File: config.mk
export PLATFORM = sky130hd
export DESIGN_NAME = tag_ram_ctrl_flat
export DESIGN_NICKNAME = d
export VERILOG_FILES = /design/src/rtl/cache_pkg.sv /design/src/rtl/tag_ram_ctrl_if.sv /design/src/rtl/ram_128_23.sv /design/src/rtl/tag_ram_ctrl.sv /design/src/flat_wrapper.sv
export SDC_FILE = /design/constraint.sdc
export NUM_CORES = 2
export LEC_CHECK = 0
export BUFFER_PORTS_ARGS = -buffer_cell sky130_fd_sc_hd__buf_2
export CAP_MARGIN = 25
export CORE_MARGIN = 2
export CORE_UTILIZATION = 45
export CTS_BUF_LIST = sky130_fd_sc_hd__clkbuf_16
export CTS_CLUSTER_DIAMETER = 80
export DETAILED_ROUTE_END_ITERATION = 10
export SLEW_MARGIN = 20
export SYNTH_ARGS = -nofsm -noshare
export SYNTH_HDL_FRONTEND = slang
export SYNTH_HIERARCHICAL = 1
export SYNTH_SLANG_ARGS = --single-unit
File: constraint.sdc
create_clock -name clk -period 11.3 [get_ports clk]
set_input_delay 0.565 -clock clk [delete_from_list [all_inputs] [get_ports clk]]
set_output_delay 0.565 -clock clk [all_outputs]
set_load 0.02 [all_outputs]
File: src/rtl/cache_pkg.sv
// Shared definitions for the L1 tag RAM controller: geometry, entry layout and FSM encoding.
package cache_pkg;

  localparam int IDX_W   = 7;
  localparam int TAG_W   = 22;
  localparam int ENTRIES = 1 << IDX_W;
  localparam int WORD_W  = TAG_W + 1;
  localparam int VLD_BIT = TAG_W;

  typedef logic [WORD_W-1:0] entry_t;
  typedef logic [IDX_W-1:0]  idx_t;
  typedef logic [TAG_W-1:0]  tag_t;

  typedef enum logic {
    FLUSH = 1'b0,
    IDLE  = 1'b1
  } state_t;

  function automatic entry_t make_entry(input logic vld, input tag_t tag);
    return {vld, tag};
  endfunction

endpackage

File: src/rtl/tag_ram_ctrl_if.sv
// Request/response bundle between the cache control FSM (master) and tag_ram_ctrl (slave).
interface tag_ram_ctrl_if;
  import cache_pkg::*;

  logic lkp_valid;
  logic lkp_ready;
  idx_t lkp_idx;
  tag_t lkp_tag;

  logic rsp_valid;
  logic rsp_hit;
  tag_t rsp_tag;

  logic upd_valid;
  logic upd_ready;
  idx_t upd_idx;
  tag_t upd_tag;
  logic upd_vld;

  logic flush_req;
  logic flush_busy;
  logic flush_done;

  modport master (
    output lkp_valid, lkp_idx, lkp_tag,
    output upd_valid, upd_idx, upd_tag, upd_vld,
    output flush_req,
    input  lkp_ready, rsp_valid, rsp_hit, rsp_tag,
    input  upd_ready, flush_busy, flush_done
  );

  modport slave (
    input  lkp_valid, lkp_idx, lkp_tag,
    input  upd_valid, upd_idx, upd_tag, upd_vld,
    input  flush_req,
    output lkp_ready, rsp_valid, rsp_hit, rsp_tag,
    output upd_ready, flush_busy, flush_done
  );

endinterface

File: src/rtl/ram_128_23.sv
// 128x23 1R1W tag RAM with a registered read port; a read colliding with a write
// returns the pre-write contents.
module ram_128_23
  import cache_pkg::*;
(
  input  logic   clk,
  input  logic   rst,
  input  idx_t   raddr,
  input  logic   re,
  output entry_t rd,
  input  idx_t   waddr,
  input  entry_t wr,
  input  logic   we
);

  entry_t mem_r [ENTRIES];
  entry_t rd_r;

  // Array write port; contents are established by the controller's flush walk.
  always_ff @(posedge clk) begin
    if (we) begin
      mem_r[waddr] <= wr;
    end
  end

  // Registered read port, holds its value while re is low.
  always_ff @(posedge clk) begin
    if (!rst) begin
      rd_r <= {WORD_W{1'b0}};
    end else if (re) begin
      rd_r <= mem_r[raddr];
    end
  end

  assign rd = rd_r;

endmodule

File: src/rtl/tag_ram_ctrl.sv
// Tag RAM sequencer: flush walk after reset/on request, lookup with 1-cycle hit/miss, tag update.
// Optional macro TAG_RAM_BYPASS_EN forwards a same-cycle update to the lookup comparator.
module tag_ram_ctrl
  import cache_pkg::*;
(
  input  logic           clk,
  input  logic           rst,
  tag_ram_ctrl_if.slave  bus,
  output idx_t           ram_raddr,
  output logic           ram_re,
  output entry_t         ram_rd,
  output idx_t           ram_waddr,
  output entry_t         ram_wr,
  output logic           ram_we
);

  state_t state_r;
  state_t state_nxt_s;
  idx_t   cnt_r;
  logic   rsp_valid_r;
  tag_t   lkp_tag_r;
  logic   flush_done_r;

  logic   flush_start_s;
  logic   lkp_fire_s;
  logic   upd_fire_s;
  logic   cnt_last_s;
  entry_t cmp_word_s;

  assign cnt_last_s = (cnt_r == IDX_W'(ENTRIES - 1));
  assign lkp_fire_s = bus.lkp_valid & bus.lkp_ready;
  assign upd_fire_s = bus.upd_valid & bus.upd_ready;

  // Next state and request readiness; lookups stall as soon as flush_req is seen so
  // the one in flight can drain before the walk begins.
  always_comb begin
    state_nxt_s   = state_r;
    flush_start_s = 1'b0;
    bus.lkp_ready = 1'b0;
    bus.upd_ready = 1'b0;
    case (state_r)
      FLUSH: begin
        if (cnt_last_s) begin
          state_nxt_s = IDLE;
        end else begin
          state_nxt_s = FLUSH;
        end
      end
      IDLE: begin
        if (bus.flush_req && !rsp_valid_r) begin
          flush_start_s = 1'b1;
          state_nxt_s   = FLUSH;
        end else begin
          state_nxt_s = IDLE;
        end
        bus.lkp_ready = !bus.flush_req;
        bus.upd_ready = !flush_start_s;
      end
      default: begin
        state_nxt_s = FLUSH;
      end
    endcase
  end

  // RAM port steering: flush walk owns the write port, otherwise the update request does.
  always_comb begin
    ram_re    = lkp_fire_s;
    ram_raddr = bus.lkp_idx;
    if (state_r == FLUSH) begin
      ram_we    = 1'b1;
      ram_waddr = cnt_r;
      ram_wr    = {WORD_W{1'b0}};
    end else begin
      ram_we    = upd_fire_s;
      ram_waddr = bus.upd_idx;
      ram_wr    = make_entry(bus.upd_vld, bus.upd_tag);
    end
  end

  // FSM state, flush counter, response pipeline and flush completion pulse.
  always_ff @(posedge clk) begin
    if (!rst) begin
      state_r      <= FLUSH;
      cnt_r        <= {IDX_W{1'b0}};
      rsp_valid_r  <= 1'b0;
      lkp_tag_r    <= {TAG_W{1'b0}};
      flush_done_r <= 1'b0;
    end else begin
      state_r      <= state_nxt_s;
      flush_done_r <= (state_r == FLUSH) && cnt_last_s;
      rsp_valid_r  <= lkp_fire_s;
      if (flush_start_s) begin
        cnt_r <= {IDX_W{1'b0}};
      end else if (state_r == FLUSH) begin
        cnt_r <= cnt_r + IDX_W'(1);
      end else begin
        cnt_r <= cnt_r;
      end
      if (lkp_fire_s) begin
        lkp_tag_r <= bus.lkp_tag;
      end else begin
        lkp_tag_r <= lkp_tag_r;
      end
    end
  end

`ifdef TAG_RAM_BYPASS_EN
  logic   fwd_hit_r;
  entry_t fwd_word_r;

  // Capture an update that collides with the lookup accepted in the same cycle.
  always_ff @(posedge clk) begin
    if (!rst) begin
      fwd_hit_r  <= 1'b0;
      fwd_word_r <= {WORD_W{1'b0}};
    end else begin
      fwd_hit_r <= lkp_fire_s && upd_fire_s && (bus.lkp_idx == bus.upd_idx);
      if (upd_fire_s) begin
        fwd_word_r <= ram_wr;
      end else begin
        fwd_word_r <= fwd_word_r;
      end
    end
  end

  assign cmp_word_s = fwd_hit_r ? fwd_word_r : ram_rd;
`else
  assign cmp_word_s = ram_rd;
`endif

  assign bus.rsp_valid  = rsp_valid_r;
  assign bus.rsp_hit    = rsp_valid_r && cmp_word_s[VLD_BIT] && (cmp_word_s[TAG_W-1:0] == lkp_tag_r);
  assign bus.rsp_tag    = rsp_valid_r ? cmp_word_s[TAG_W-1:0] : {TAG_W{1'b0}};
  assign bus.flush_busy = (state_r == FLUSH);
  assign bus.flush_done = flush_done_r;

  ram_128_23 u_ram (
    .clk   (clk),
    .rst   (rst),
    .raddr (ram_raddr),
    .re    (ram_re),
    .rd    (ram_rd),
    .waddr (ram_waddr),
    .wr    (ram_wr),
    .we    (ram_we)
  );

endmodule

File: src/flat_wrapper.sv
// flat-port wrapper written by rule: the top's interface ports become plain ports
module tag_ram_ctrl_flat import cache_pkg::*;
  (clk, rst, ram_raddr, ram_re, ram_rd, ram_waddr, ram_wr, ram_we, bus_lkp_valid, bus_lkp_idx, bus_lkp_tag, bus_upd_valid, bus_upd_idx, bus_upd_tag, bus_upd_vld, bus_flush_req, bus_lkp_ready, bus_rsp_valid, bus_rsp_hit, bus_rsp_tag, bus_upd_ready, bus_flush_busy, bus_flush_done);
  tag_ram_ctrl_if bus_i ();
  input  logic clk;
  input  logic rst;
  output idx_t ram_raddr;
  output logic ram_re;
  output entry_t ram_rd;
  output idx_t ram_waddr;
  output entry_t ram_wr;
  output logic ram_we;
  input wire logic [$bits(bus_i.lkp_valid)-1:0] bus_lkp_valid;
  input wire logic [$bits(bus_i.lkp_idx)-1:0] bus_lkp_idx;
  input wire logic [$bits(bus_i.lkp_tag)-1:0] bus_lkp_tag;
  input wire logic [$bits(bus_i.upd_valid)-1:0] bus_upd_valid;
  input wire logic [$bits(bus_i.upd_idx)-1:0] bus_upd_idx;
  input wire logic [$bits(bus_i.upd_tag)-1:0] bus_upd_tag;
  input wire logic [$bits(bus_i.upd_vld)-1:0] bus_upd_vld;
  input wire logic [$bits(bus_i.flush_req)-1:0] bus_flush_req;
  output wire logic [$bits(bus_i.lkp_ready)-1:0] bus_lkp_ready;
  output wire logic [$bits(bus_i.rsp_valid)-1:0] bus_rsp_valid;
  output wire logic [$bits(bus_i.rsp_hit)-1:0] bus_rsp_hit;
  output wire logic [$bits(bus_i.rsp_tag)-1:0] bus_rsp_tag;
  output wire logic [$bits(bus_i.upd_ready)-1:0] bus_upd_ready;
  output wire logic [$bits(bus_i.flush_busy)-1:0] bus_flush_busy;
  output wire logic [$bits(bus_i.flush_done)-1:0] bus_flush_done;
  assign bus_i.lkp_valid = bus_lkp_valid;
  assign bus_i.lkp_idx = bus_lkp_idx;
  assign bus_i.lkp_tag = bus_lkp_tag;
  assign bus_i.upd_valid = bus_upd_valid;
  assign bus_i.upd_idx = bus_upd_idx;
  assign bus_i.upd_tag = bus_upd_tag;
  assign bus_i.upd_vld = bus_upd_vld;
  assign bus_i.flush_req = bus_flush_req;
  assign bus_lkp_ready = bus_i.lkp_ready;
  assign bus_rsp_valid = bus_i.rsp_valid;
  assign bus_rsp_hit = bus_i.rsp_hit;
  assign bus_rsp_tag = bus_i.rsp_tag;
  assign bus_upd_ready = bus_i.upd_ready;
  assign bus_flush_busy = bus_i.flush_busy;
  assign bus_flush_done = bus_i.flush_done;
  tag_ram_ctrl u_core (.clk(clk), .rst(rst), .bus(bus_i), .ram_raddr(ram_raddr), .ram_re(ram_re), .ram_rd(ram_rd), .ram_waddr(ram_waddr), .ram_wr(ram_wr), .ram_we(ram_we));
endmodule
# Word level (Yosys, flattened, before mapping)
# Memories as Yosys holds them, arrays and structs flattened. A register that Yosys moved wholly into a read port is not among the register bits.
# Index checks and enable logic that the tools add are counted.
[word_totals]
register_bits = 32
ramBits = 2944
in_bits = 64
out_inout_bits = 90
wordCells = 36
mem_count = 1
[classes]
add_sub_neg = 1
eq_ne = 2
n_mux = 14
bitwise_logic = 4
n_reduce_logical = 9
[memory_table]
columns = ["name", "depth", "width", "rd", "rd_ports_with_merged_regs", "write_ports", "line_no", "rtl"]
rows = [
  ["u_core.u_ram.mem_r", 128, 23, 1, 1, 1, "ram_128_23.sv:16", "entry_t mem_r [ENTRIES];"],
]
[ops]
columns = ["operator", "count"]
rows = [
  ["23-bit 2-to-1 mux", 1],
  ["22-bit equality test", 1],
  ["22-bit 2-to-1 mux", 1],
  ["1-bit 2-to-1 mux", 10],
  ["7-bit by 1-bit adder with 7-bit output (second input constant)", 1],
  ["7-bit equality test (second input constant)", 1],
  ["7-bit 2-to-1 mux", 1],
  ["1-bit logical AND", 4],
  ["1-bit zero test", 4],
  ["1-bit AND", 2],
  ["1-bit NOT", 2],
  ["1-bit one-hot mux with 2 select lines", 1],
  ["2-bit OR reduction", 1],
]

# Depth between registers and ports, before layout
[logic_depth]
ltp_word = 10
ltp_mapped = 12
mapped_depth_nobuf = 8

# Modules after synthesis
# Netlist, hierarchy kept.
[modules_own_cells]
columns = ["module", "instances", "cells_per_inst", "area_each_um2", "seq_area_each_um2"]
rows = [
  ["ram_128_23", 1, 5118, 114128.2, 88865.2],
  ["tag_ram_ctrl", 1, 233, 1890.6, 640.6],
]

# Worst setup path before layout
# Ideal clock, no wire load.
[synth_path]
path_type = "reg2reg"
from = "reg u_core.state_r"
to = "mem u_core/u_ram/mem_r[100][0] (netlist bit) (enable)"
setup_ns = 0.432
arrival_time_ns = 3.310
t_required_ns = 10.868
setup_slack_ns = 7.558
path_stages_with_launch = 7
path_buffers = 2
synth_period_minus_slack_ns = 3.742
cell_sequence = "dfxtp_1 > buf_2 > buf_2 > mux2_2 > nor2_1 > nand4_1 > nor3_1"
[synth_via]
elab_cells_between_ends = 6
cone_classes = "5 x mux; 1 x bitwise"
[synth_lines]
columns = ["element", "line_no", "rtl"]
rows = [
  ["start: declaration", "tag_ram_ctrl.sv:17", "state_t state_r;"],
  ["start signal: assignment", "tag_ram_ctrl.sv:89", "state_r <= state_nxt_s;"],
  ["7-bit 2-to-1 mux", "tag_ram_ctrl.sv:69", "if (state_r == FLUSH) begin"],
  ["named net ram_waddr[3]", "flat_wrapper.sv:10", "output idx_t ram_waddr;"],
  ["end: declaration", "ram_128_23.sv:16", ""],
]
# The timed path passes the listed nets, and every way through them passes these cells.

# Final worst setup path
[layout_path]
from = "reg u_core.state_r"
to = "out ram_wr[15]"
[layout_via]
elab_chain_len = 1
[layout_rtl]
columns = ["element", "line_no", "rtl"]
rows = [
  ["23-bit 2-to-1 mux", "tag_ram_ctrl.sv:69", ""],
  ["end: declaration", "flat_wrapper.sv:11", "output entry_t ram_wr;"],
]
# Every way passes these cells.

==> summary.md <==
| Metric | Value |
|---|---|
| Vias per cell | `6.30` |
| Max IR drop VDD | `168 uV` |
| Placed Cells incl. Taps | `8829` |
| Yosys cell types | `65` |
| Leak | `41.6 nW` |
| Adder-Cell Fraction of Synth Area | `0.000108` |
| Cell Chain, Critical Path | `buf_4 -> and2_4 -> buf_4 -> buf_4 -> buf_2` |
| Number of H-tree levels | `5` |
| Cells after synthesis | `5351` |
| Setup crit end kind | `output pin` |
| Area delta synth->final | `13.9%` |
| Placed cell areas | `122000 um^2` |
| Critical path peak fanout | `76` |
| RSZ-0062 raised after global routing | `false` |
| Clock root cell | `clkbuf_16` |
| Post-layout util | `0.515` |
| Clock Skew | `0.0569 ns` |
| Max clock buf depth | `4` |
| Routed via count | `59342` |
| Die ar. | `262000 um^2` |
| Clock Latency Late Sink | `0.93 ns` |
| FFs w/ async S/R, synth | `0` |
| Worst EP arrival | `3.89 ns` |
| Post-route worst setup slack | `6.84 ns` |
| Core area | `257000 um^2` |
| DRC violations left | `0` |
| IO Pins | `154` |
| Worst endpoint required time | `10.74 ns` |
| Ys flop type | `edfxtp_1` |
| Compound-Gate Fraction of Synth Area | `0.0205` |
| Post-synthesis mux area share | `0.163` |
| Vias in the first global route | `57933` |
| Syn nets | `5416` |
| Max-slew headroom | `0.152` |
| Horiz. Die Dim | `512 um` |
| Clk sink count | `2999` |
| Max incr delay on CP | `0.72 ns` |
| Placer Congestion | `0.852` |
| Die H | `512 um` |
| Antenna-violating nets left | `0` |
| Least-Margin Pin Slew | `1.26 ns` |
| Hold Path Class | `input port to register` |
| Fin nets | `5863` |
| Total global-route track usage | `0.256` |
| 1st-iter DRT viols | `8921` |
| Initial antenna violation count | `25` |
| Fmax | `224 MHz` |
| FF+latch count, synth | `2999` |
| Max Cap Viol | `0` |
| Status | `finished clean` |
| Wire length per cell | `35.9 um` |
| Final Max Slew Viols | `0` |
| Crit-path slowest cell | `buf_4` |
| Synth Area in Simple Gates | `0.0278` |
| TritonCTS clock tree | `yes` |
| Hold path depth | `3` |
| Hold slack | `0.0773 ns` |
| DRT Wirelength | `338000 um` |
| Global route overflow | `0` |
| TritonCTS Buffers | `327` |
| DPL Wire Length | `192000 um` |
| Tot Pwr | `22.8 mW` |
| Router iterations before antenna repair | `6` |
| Top cell by count, worst path | `buf_4` |
| PD cells | `173 nW/um^2` |
| Fin. Hold Viols | `0` |
| Yosys warning total | `6` |
| Largest net degree at the start of global routing | `109` |
| Clk slew on worst S/H paths | `0.06 ns` |
| Crit path launch type | `register` |
| Tmin final | `4.46 ns` |
| Sum Neg Setup Slack | `0 ns` |
| Largest family of logic cells by synthesized area | `multiplexers` |
| First-pass GRT wire length | `466000 um` |
| Final Cycle Share | `0.395` |
| Post-Synth XOR/XNOR Area | `0.00211` |
| Sequential-to-total area share from yosys stat | `0.771` |
| Syn avg cell area | `21.7 um^2` |
| Critical path class | `register to output pin` |
| Final instance count without filler cells | `9415` |
| R2R cell count | `10` |
| # rows | `186` |
| Post-synth EDFFs | `2944` |
| Setup violators final | `0` |
| Post_cts resized | `0` |
| Share of layout cells above drive strength 1 | `0.293` |
| Initial core utilization | `0.452` |
| DP Worst Slack | `6.16 ns` |
| Synth Cell Area | `116000 um^2` |
| Port bufs | `153` |
| Final instance area | `132000 um^2` |
## Yosys cell counts (all sizes together) (49+ instances only)
| cell | count | area share |
|---|---|---|
| buf | 194 | 0.011 |
| nand3 | 77 | 0.0033 |
| and2 | 53 | 0.0029 |
| o22ai | 63 | 0.0034 |
| mux2i | 189 | 0.016 |
| nor2 | 155 | 0.0050 |
| edfxtp | 2944 | 0.76 |
| mux4 | 737 | 0.14 |
| nand2 | 291 | 0.0094 |
| dfxtp | 55 | 0.0095 |
| a21oi | 49 | 0.0021 |
| clkbuf | 115 | 0.0037 |
## cell usage in the layout (no fill, tap or decap), drive strengths merged, types with 22 or more instances in the layout
master,netlist,final
o21ai,31,31
mux4,737,737
dlygate4sd3,0,23
a21oi,49,49
o311ai,25,25
nand3,77,77
nor3,25,25
o22ai,63,63
a211oi,27,27
inv,5,89
nand2,291,291
mux2,36,36
clkbuf,115,337
o221ai,39,39
nor2b,37,37
edfxtp,2944,2944
and3,25,25
buf,194,404
mux2i,189,189
clkinv,0,107
a21boi,23,23
bufinv,0,22
nor2,155,155
and2,53,53
dfxtp,55,55
## kinds of logic (layout without fill, tap and decap cells)
family,Yosys count,count (layout)
and+or+nand+nor,709,709
muxes,962,962
buffers and inverters,314,985
other,0,9
AOI/OAI and AO/OA,338,338
xor gates and xnor gates,28,28
adders and majority gates,1,1
DFF,2999,2999
## worst paths after layout
path | slack (ns) | from | endpoint
max | 6.84 | u_core/state_r | ram_wr[15]
min | 0.08 | bus_lkp_tag[18] | u_core/lkp_tag_r[18]
max reg2reg | 7.11 | u_core/state_r | u_core/u_ram/rd[16]
min reg2reg | 0.47 | u_core/lkp_tag_r[16] | u_core/lkp_tag_r[16]
## per-layer routing
layer / GRT usage / routed length [um]
met1: 0.355 / 130000
met2: 0.408 / 162000
met3: 0.0440 / 31200
met4: 0.0955 / 14000
met5: 0 / 27
## worst max-delay path, delay by kind of cell, from the launching register on
family | cells | cell delay, ns
buf+inv | 4 | 2.15
flops | 1 | 0.31
simple gates | 1 | 0.26
## repair_timing
item                                   CTS  global route
buffers inserted                         0             0
endpoints found under the hold margin   22             0
hold buffers                            23             0
## layout make-up
cell class              count  area (um^2)
fillers                 20028       125000
clock buffers             337         8430
inverters                   5         28.8
flip-flops and latches   2999        89500
clock inverters           216         1500
multi-input cells        2038        25200
repair buffers            427         3180
diodes                      9         22.5
well taps                3384         4230
## sequential cells by signal, indices dropped and copies added, names as in the netlist
name	cells
u_core/state_r	1
u_core/lkp_tag_r	22
u_core/u_ram/rd	23
u_core/cnt_r	7
u_core/bus.rsp_valid	1
u_core/bus.flush_done	1
u_core/u_ram/mem_r	2944
## where the power goes
| part | switching (mW) | leakage [nW] | internal (mW) |
|---|---|---|---|
| combinational | 0.469 | 9.44 | 0.240 |
| sequential | 0.00973 | 26.9 | 12.1 |
| clock | 4.18 | 5.19 | 5.85 |
Power figures use the tool's default switching activity.
